File: src/rtl/ins_encoder_if.sv
// Instruction-word stream between the parameter encoder and its consumer.
interface ins_encoder_if;
    logic [15:0] ins;
    logic        ins_valid;
    logic        ins_ready;

    modport master (output ins, output ins_valid, input ins_ready);
    modport slave  (input ins, input ins_valid, output ins_ready);
endinterface

File: src/rtl/ins_encoder.sv
// Packs four 12-bit parameters into {2'b00, code, data} words and streams the
// pending ones in round-robin order, one word per transfer.
module ins_encoder #(
    parameter bit CHANGE_ONLY = 1'b1
) (
    input  logic                 clk,
    input  logic                 rst,
    input  logic [11:0]          i1,
    input  logic [11:0]          i2,
    input  logic [11:0]          i3,
    input  logic [11:0]          i4,
    input  logic                 load,
    input  logic                 refresh,
    output logic                 busy,
    ins_encoder_if.master        bus
);
    typedef enum logic {ST_IDLE, ST_SEND} state_t;

    state_t            state_q, state_d;
    logic [3:0][11:0]  p_q, p_d;
    logic [3:0][11:0]  s_q, s_d;
    logic [3:0]        dirty_q, dirty_d;
    logic [1:0]        rr_q, rr_d;
    logic [15:0]       ins_q, ins_d;
    logic              busy_q, busy_d;

    logic [3:0][11:0]  smp;
    logic [3:0]        dirty_rot;
    logic [1:0]        sel_off;
    logic [1:0]        sel_code;
    logic              sel_found;
    logic              sel_en;
    logic [3:0]        sel_mask;

    assign smp = {i4, i3, i2, i1};

    // Rotate so bit 0 is the channel at rr; the lowest set bit is the winner.
    always_comb begin
        dirty_rot = 4'({dirty_q, dirty_q} >> rr_q);
        sel_off   = 2'd0;
        for (int k = 3; k >= 0; k--) begin
            if (dirty_rot[k]) begin
                sel_off = 2'(k);
            end
        end
        sel_found = |dirty_q;
        sel_code  = rr_q + sel_off;
        sel_en    = (state_q == ST_IDLE) || bus.ins_ready;
    end

    for (genvar gi = 0; gi < 4; gi++) begin : g_sel
        assign sel_mask[gi] = sel_en && sel_found && (sel_code == 2'(gi));
    end

    always_comb begin
        state_d = state_q;
        ins_d   = ins_q;
        rr_d    = rr_q;
        s_d     = s_q;
        p_d     = p_q;
        if (sel_en) begin
            if (sel_found) begin
                ins_d          = {2'b00, sel_code, p_q[sel_code]};
                s_d[sel_code]  = p_q[sel_code];
                rr_d           = sel_code + 2'd1;
                state_d        = ST_SEND;
            end else begin
                state_d = ST_IDLE;
            end
        end

        // The load compare runs against the shadow after this edge's selection.
        dirty_d = dirty_q & ~sel_mask;
        if (load) begin
            p_d = smp;
            for (int k = 0; k < 4; k++) begin
                dirty_d[k] = (CHANGE_ONLY == 1'b0) || (smp[k] != s_d[k]);
            end
        end
        if (refresh) begin
            dirty_d = 4'hF;
        end
        busy_d = (state_d == ST_SEND) || (|dirty_d);
    end

    always_ff @(posedge clk or posedge rst) begin
        if (rst) begin
            state_q <= ST_IDLE;
            p_q     <= '0;
            s_q     <= '0;
            dirty_q <= '0;
            rr_q    <= '0;
            ins_q   <= '0;
            busy_q  <= 1'b0;
        end else begin
            state_q <= state_d;
            p_q     <= p_d;
            s_q     <= s_d;
            dirty_q <= dirty_d;
            rr_q    <= rr_d;
            ins_q   <= ins_d;
            busy_q  <= busy_d;
        end
    end

    assign bus.ins       = ins_q;
    assign bus.ins_valid = (state_q == ST_SEND);
    assign busy          = busy_q;
endmodule

File: src/flat_wrapper.sv
// flat-port wrapper written by rule: the top's interface ports become plain ports
module ins_encoder_flat 
#(
    parameter bit CHANGE_ONLY = 1'b1
)
  (clk, rst, i1, i2, i3, i4, load, refresh, busy, bus_ins, bus_ins_valid, bus_ins_ready);
  ins_encoder_if bus_i ();
  input  logic clk;
  input  logic rst;
  input  logic [11:0] i1;
  input  logic [11:0] i2;
  input  logic [11:0] i3;
  input  logic [11:0] i4;
  input  logic load;
  input  logic refresh;
  output logic busy;
  output wire logic [$bits(bus_i.ins)-1:0] bus_ins;
  output wire logic [$bits(bus_i.ins_valid)-1:0] bus_ins_valid;
  input wire logic [$bits(bus_i.ins_ready)-1:0] bus_ins_ready;
  assign bus_ins = bus_i.ins;
  assign bus_ins_valid = bus_i.ins_valid;
  assign bus_i.ins_ready = bus_ins_ready;
  ins_encoder #(.CHANGE_ONLY(CHANGE_ONLY)) u_core (.clk(clk), .rst(rst), .i1(i1), .i2(i2), .i3(i3), .i4(i4), .load(load), .refresh(refresh), .busy(busy), .bus(bus_i));
endmodule
File: config.mk
export PLATFORM = sky130hd
export DESIGN_NAME = ins_encoder_flat
export DESIGN_NICKNAME = d
export VERILOG_FILES = /design/src/rtl/ins_encoder_if.sv /design/src/rtl/ins_encoder.sv /design/src/flat_wrapper.sv
export SDC_FILE = /design/constraint.sdc
export NUM_CORES = 1
export LEC_CHECK = 0
export CORE_ASPECT_RATIO = 0.5
export CORE_MARGIN = 4
export CORE_UTILIZATION = 50
export CTS_BUF_LIST = sky130_fd_sc_hd__clkbuf_16
export DETAILED_ROUTE_END_ITERATION = 16
export PLACE_DENSITY = 0.77
export SYNTH_ARGS = -nofsm -noshare
export SYNTH_HDL_FRONTEND = slang
export SYNTH_SLANG_ARGS = --single-unit
File: constraint.sdc
create_clock -name clk -period 5.71 [get_ports clk]
set_input_delay 0.8565 -clock clk [delete_from_list [all_inputs] [get_ports clk]]
set_output_delay 0.8565 -clock clk [all_outputs]
set_load 0.05 [all_outputs]
==> flow_metrics.tcl, run 1 <==
set metrics [dict create \
    cts_hold_buf 0 \
    rsz0062_at_grt "no" \
    cts_root_buf "clkbuf_16" \
    slew_headroom_pct 34.0 \
    area_growth_syn_to_layout_pct 21.8 \
    tns_ns 0 \
    synth_xor_area_share_pct 7.76 \
    vias 4808 \
    top_usage_layer "met1" \
    tritoncts "built" \
    outcome "finished, final reports clean" \
    drt-pass1-iter-count 5 \
    r2r-start "u_core.rr_q[0]$_DFFE_PP0P_" \
    synthArstFlopShare_pct 100 \
    synthSimpleGateAreaFrac_pct 16.7 \
    die_height_um 86.8 \
    grt_pass1_wl_um 26500 \
    holdPathStages 2 \
    final_common_cell "dfrtp_1" \
    crit_path_end_kind "flip-flop" \
    wire_per_inst_um 19.8 \
    clock_skew_ns 0.00691 \
    layout_common_cells "dfrtp_1 (118), nand2_1 (111), clkdlybuf4s50_1 (67), mux2_2 (54), xnor2_1 (35)" \
    cts_inserted_buffers 17 \
    grt_max_degree 80 \
    port-buffer-count 68 \
    setup_slack_ns 0.524 \
    leakagePower_nw 3.38 \
    coreArea_mm2 0.0120 \
    setup_violations 0 \
    synthCells 612 \
    grtUsageMet3_pct 7.51 \
    die_w_um 166 \
    ys_types 57 \
    drcViolationCount 0 \
    synth_mux_area_share_pct 13.9 \
    power.internal_mw 2.66 \
    cap_violations 0 \
    ys_seq_elements 118 \
    r2r-end "u_core.busy$_DFF_PP0_" \
    seq_area_mm2 0.00295 \
    ctsResizeCount 0 \
    maxSlewViolCount 0 \
    pwr-share-clk_pct 22.0 \
    synth_top_family_by_area "simple AND/OR/NAND/NOR gates" \
    worstSetupStartpointType "flip-flop" \
    comb_power_share_pct 51.9 \
    fill_cells 980 \
    place_congestion 0.903 \
    synth_edf_count 0 \
    final_hold_viol_count 0 \
    p_per_area_mw_per_mm2 629 \
    ir_worst_vdd_mv 0.332 \
    synthAdderAreaFrac_pct 1.01 \
    num_antenna_cells 0 \
    dpl.hpwl_um 11900 \
    cts-htree-levels 4 \
    hold_path_class "reg2reg" \
    synth_seq_area_share_pct 47.6 \
    clkLatencyLatePin_ns 0.42 \
    avgSynthCellArea_um2 10.1 \
    met2_usage_pct 35.8 \
    finalNetCount 732 \
    drive_gt1_share_pct 15.2 \
    swShare_pct 44.1 \
    switchingPower_mw 2.10 \
    initial_core_util_pct 51.8 \
    met1_usage_pct 36.1 \
    period_needed_ns 5.19 \
    detail-route-antenna-nets 0 \
    grt_pass1_vias 4772 \
    routed_wl_um 16800 \
    worst-setup-path-type "reg2reg" \
    p_seq_share_pct 26.0 \
    dieArea_mm2 0.0144 \
    required_ns 6.00 \
    worst-r2r-setup-slack_ns 0.52 \
    ys_warn_count 0 \
    multi_input_area_mm2 0.00297 \
    post_cts_buffers 0 \
    r2r_cells 17 \
    finalCritPeriodShare_pct 90.8 \
    drt_iter0_markers 502 \
    synth_top_flop_cell "dfrtp_1" \
    place_ws_ns 0.709 \
    clk_pin_slew_worst_paths_ns 0.05 \
    vias_per_cell 5.65 \
    cts.sinks 118 \
    worst_slew_pin_slew_ns 0.990 \
    syn_area_mm2 0.00621 \
    overflow 0 \
    cp_max_fo 20 \
    crit_arrival_ns 5.47 \
    track_usage_pct 24.8 \
    fmax_mhz 193 \
    io_pins 71 \
    synth_compound_area_share_pct 8.43 \
    clockBufferDepth 2 \
    min_from "u_core.bus.ins[1]$_DFFE_PP0P_" \
    holdPathEnd "u_core.bus.ins[1]$_DFFE_PP0P_" \
    rows 28 \
    antenna_found_initial 0 \
]
-- layer usage --
metal	wire, µm	vias up
met3	1460	23
met5	0	-
met2	7330	197
met4	221	0
met1	7820	2371
li1	-	2217
-- cell usage after synthesis, drive strengths merged (2+ instances only) --
library cell,count,area (µm²)
and3,5,31.3
o21ai,23,126
nand2b,2,12.5
clkbuf,13,48.8
o221ai,2,17.5
or4,2,15.0
mux2,55,623
mux2i,17,170
xnor2,35,307
a21oi,5,25.0
nor2,9,33.8
mux4,3,67.6
dfrtp,118,2950
nand3,19,95.1
buf,21,115
o21a,2,15.0
or2,3,18.8
nand2,113,434
o41ai,2,25.0
xor2,20,175
nand4,5,31.3
nor3,9,56.3
and4,2,17.5
nor4,6,37.5
a41oi,2,17.5
a31oi,28,175
nor3b,3,22.5
nor2b,24,150
a31o,2,17.5
ha,5,62.6
a211oi,3,22.5
inv,33,124
and2,9,56.3
-- logic make-up after synthesis --
family / Yosys count
simple gates: 213
flops: 118
compound gates: 78
mux: 75
buf+inv: 67
xor+xnor: 55
fa+ha+maj: 5
other cells: 1
-- power groups by stage --
stage / logic [mW] / clock network, mW / registers, mW
finish: 2.47 / 1.05 / 1.24
global route: 2.66 / 1.09 / 1.27
CTS: 2.43 / 1.06 / 1.24
detailed placement: 2.40 / 0 / 1.25
global placement: 2.37 / 0 / 1.24
floorplan: 1.60 / 0 / 1.37
-- worst max path at each step --
stage                                from                     to  slack, ns
2_1_floorplan  u_core.rr_q[0]$_DFFE_PP0P_  u_core.busy$_DFF_PP0_       1.06
3_3_place_gp   u_core.rr_q[0]$_DFFE_PP0P_  u_core.busy$_DFF_PP0_       0.76
5_1_grt        u_core.rr_q[0]$_DFFE_PP0P_  u_core.busy$_DFF_PP0_       0.21
6_report       u_core.rr_q[0]$_DFFE_PP0P_  u_core.busy$_DFF_PP0_       0.52
4_1_cts        u_core.rr_q[0]$_DFFE_PP0P_  u_core.busy$_DFF_PP0_       0.68
3_5_place_dp   u_core.rr_q[0]$_DFFE_PP0P_  u_core.busy$_DFF_PP0_       0.71
-- worst max-delay path: stages, from the launching register on --
cell and delay, ns:
dfrtp_1 0.49, nor2b_1 0.18, a221o_1 0.30, nand2_1 0.07
o221ai_1 0.11, ha_1 0.25, xor2_1 0.39, nand3_1 0.24
nand2_4 0.19, ha_1 0.21, and3_1 0.71, nor2b_1 0.10
a31oi_1 0.27, xnor2_1 0.11, nor4_1 0.44, nand4_1 0.23
o21a_1 0.25, or4b_1 0.51
-- stage by stage --
| step | cell area, µm² | total power, mW | hold slack, ns | utilization (%) | std cells |
|---|---|---|---|---|---|
| after CTS | 7560 | 4.72 | 0.478 | 63.1 | 851 |
| after global placement | 6990 | 3.60 | 0.460 | 58.3 | 820 |
| after global routing | 7560 | 5.03 | 0.506 | 63.1 | 851 |
| final | 7560 | 4.76 | 0.473 | 63.1 | 851 |
| after floorplan | 6210 | 2.96 | 0.453 | - | 613 |
| after detailed placement | 6990 | 3.65 | 0.464 | 58.3 | 820 |
-- sequential cells by signal, indices dropped and copies added, names as in the netlist --
name and cells:
u_core.dirty_q 4, u_core.busy 1, u_core.p_q 48, u_core.bus.ins_valid 1, u_core.bus.ins 14, u_core.s_q 48, u_core.rr_q 2
-- cell type report --
cell class | instances | area share (%)
Clock buffer | 17 | 5.63
Timing Repair Buffer | 76 | 9.73
Clock inverter | 14 | 1.90
Sequential cell | 118 | 39.1
Tap cell | 165 | 2.73
Multi-Input combinational cell | 428 | 39.3
Inverter | 33 | 1.67
Note: power is estimated with default switching activity, not from simulation.
==> run 2: changes to the inputs <==
--- a/config.mk
+++ b/config.mk
@@ -11,6 +11,8 @@
 export CTS_BUF_LIST = sky130_fd_sc_hd__clkbuf_16
 export DETAILED_ROUTE_END_ITERATION = 16
 export PLACE_DENSITY = 0.77
+export SETUP_SLACK_MARGIN = 0.05
+export SKIP_LAST_GASP = 1
 export SYNTH_ARGS = -nofsm -noshare
 export SYNTH_HDL_FRONTEND = slang
 export SYNTH_SLANG_ARGS = --single-unit
==> results of run 2 <==
Final layout, timing and power as in run 1 (identical DEF).
==> run 3: changes to the inputs <==
--- a/config.mk
+++ b/config.mk
@@ -5,12 +5,13 @@
 export SDC_FILE = /design/constraint.sdc
 export NUM_CORES = 1
 export LEC_CHECK = 0
+export CELL_PAD_IN_SITES_DETAIL_PLACEMENT = 0
+export CELL_PAD_IN_SITES_GLOBAL_PLACEMENT = 1
 export CORE_ASPECT_RATIO = 0.5
-export CORE_MARGIN = 4
-export CORE_UTILIZATION = 50
+export CORE_UTILIZATION = 44
 export CTS_BUF_LIST = sky130_fd_sc_hd__clkbuf_16
 export DETAILED_ROUTE_END_ITERATION = 16
-export PLACE_DENSITY = 0.77
+export PLACE_DENSITY = 0.85
 export SETUP_SLACK_MARGIN = 0.05
 export SKIP_LAST_GASP = 1
 export SYNTH_ARGS = -nofsm -noshare
==> run 3 against run 2 <==
Effect of this change: register-to-register slack better by 0.07 ns; cell count is 3.5% higher; combinational power hardly changed; fmax is 1.3% higher; die area is 1.7% higher; clock power is 8% higher; total power is 2.1% higher; critical path depth is 1 higher; clock skew is 0.0037 ns higher.
==> flow_metrics.tcl, run 3 (same netlist as run 1, synthesis figures left out) <==
set metrics [dict create \
    outcome "finished, final reports clean" \
    initial_core_util_pct 45.4 \
    io_pins 71 \
    clkLatencyLatePin_ns 0.42 \
    grt_pass1_wl_um 27100 \
    die_height_um 86.0 \
    routed_wl_um 17500 \
    crit_chain "nor2b_1 -> a221o_1 -> nand2_1 -> o221ai_1 -> ha_1 -> xor2_1 -> nand3_1 -> nand2_4 -> ha_1 -> and3_2 -> nand3_1 -> mux2_2 -> and4_1 -> or4_1 -> nor4_1 -> a41oi_1 -> nor2_1 -> or4b_1" \
    finalCritPeriodShare_pct 89.7 \
    fmax_mhz 195 \
    crit_slowest_cell "dfrtp_1" \
    final_cells 881 \
    final_hold_viol_count 0 \
    track_usage_pct 25.2 \
    num_antenna_cells 0 \
    grt_pass1_vias 4763 \
    p_per_area_mw_per_mm2 634 \
    die_w_um 170 \
    area_growth_syn_to_layout_pct 23.3 \
    antenna_found_initial 0 \
    tritoncts "built" \
    clock_skew_ns 0.0106 \
    maxSlewViolCount 0 \
    drive_gt1_share_pct 16.0 \
    r2r_cells 18 \
    cts_inserted_buffers 17 \
    slew_headroom_pct 44.7 \
    holdPathStages 2 \
    dieArea_mm2 0.0146 \
    setup_violations 0 \
    place_congestion 0.913 \
    cp_max_fo 15 \
    layout_common_cells "dfrtp_1 (118), nand2_1 (111), clkdlybuf4s50_1 (67), mux2_2 (54)" \
    dpl.hpwl_um 12600 \
    tns_ns 0 \
    crit_arrival_ns 5.41 \
    period_needed_ns 5.12 \
    clockBufferDepth 2 \
    drt_iter0_markers 423 \
    worst-setup-path-type "reg2reg" \
    wire_per_inst_um 19.8 \
    post_cts_buffers 0 \
    ir_worst_vdd_mv 0.278 \
    detail-route-antenna-nets 0 \
    required_ns 6.00 \
    rows 30 \
    cap_violations 0 \
    cts_hold_buf 0 \
    worstSetupStartpointType "flip-flop" \
    drcViolationCount 0 \
    vias_per_cell 5.59 \
    cts_root_buf "clkbuf_16" \
    final_common_cell "dfrtp_1" \
    clk_pin_slew_worst_paths_ns 0.06 \
    vias 4929 \
    port-buffer-count 68 \
    place_inst 849 \
    cts.sinks 118 \
    rsz0062_at_grt "no" \
    cts-htree-levels 4 \
    overflow 0 \
    grt_max_degree 69 \
    worst_slew_pin_slew_ns 0.830 \
    finalNetCount 734 \
    leakagePower_nw 3.42 \
    coreArea_mm2 0.0137 \
    drt-pass1-iter-count 5 \
    max_stage_delay_ns 0.61 \
    hold_path_class "reg2reg" \
    crit_path_end_kind "flip-flop" \
]
-- run 3: area by class of cell --
type	instances	area (µm²)
fill	1218	6010
multi-input combinational	428	2970
sequential	118	2950
timing repair buffer	78	751
clock buffer	17	425
tap	192	240
clock inverter	15	189
inverter	33	126
-- run 3: path summary, 6_finish.rpt --
path | start | endpoint | slack (ns)
min reg2reg | u_core.bus.ins[2]$_DFFE_PP0P_ | u_core.bus.ins[2]$_DFFE_PP0P_ | 0.47
min | u_core.bus.ins[2]$_DFFE_PP0P_ | u_core.bus.ins[2]$_DFFE_PP0P_ | 0.47
min in group asynchronous | rst | u_core.p_q[13]$_DFFE_PP0P_ | 0.97
max reg2reg | u_core.dirty_q[1]$_DFF_PP0_ | u_core.busy$_DFF_PP0_ | 0.59
max | u_core.dirty_q[1]$_DFF_PP0_ | u_core.busy$_DFF_PP0_ | 0.59
max in group asynchronous | rst | u_core.p_q[43]$_DFFE_PP0P_ | 3.54
-- run 3: worst max-delay path, delay by kind of cell, from the launching register on --
kind	cells	cell delay, ns
compound gates	3	0.59
flops	1	0.61
simple gates	11	2.71
fa+ha+maj	2	0.41
xor+xnor	1	0.36
mux	1	0.31
-- run 3: where the power goes --
| part | total (mW) | switching [mW] | internal (mW) |
|---|---|---|---|
| Combinational | 2.49 | 1.60 | 0.892 |
| Clock | 1.13 | 0.400 | 0.725 |
| Sequential | 1.24 | 0.137 | 1.10 |
| Total | 4.85 | 2.14 | 2.72 |
-- run 3: metal layers --
metal,global-route usage [%],share of wire (%),vias to the layer above
met5,0,0,-
met4,6.72,1.4,0
met3,6.78,9.5,23
met2,34.5,41,230
met1,38.6,48,2459
li1,-,-,2217
-- run 3: what timing repair did --
item,in CTS,in global routing
resized for setup,0,1
setup endpoints to repair,0,1
hold endpoints to repair,0,0
-- run 3: stage by stage --
step	hold slack [ns]	utilization, %	total power, mW	cell area (µm²)	worst slack (ns)
5_1_grt	0.504	56.0	5.11	7650	0.265
3_3_place_gp	0.457	51.5	3.63	7040	0.518
3_5_place_dp	0.462	51.5	3.67	7040	0.528
4_1_cts	0.477	56.0	4.81	7650	0.502
6_report	0.471	56.0	4.85	7650	0.590
2_1_floorplan	0.453	-	2.96	6210	1.06
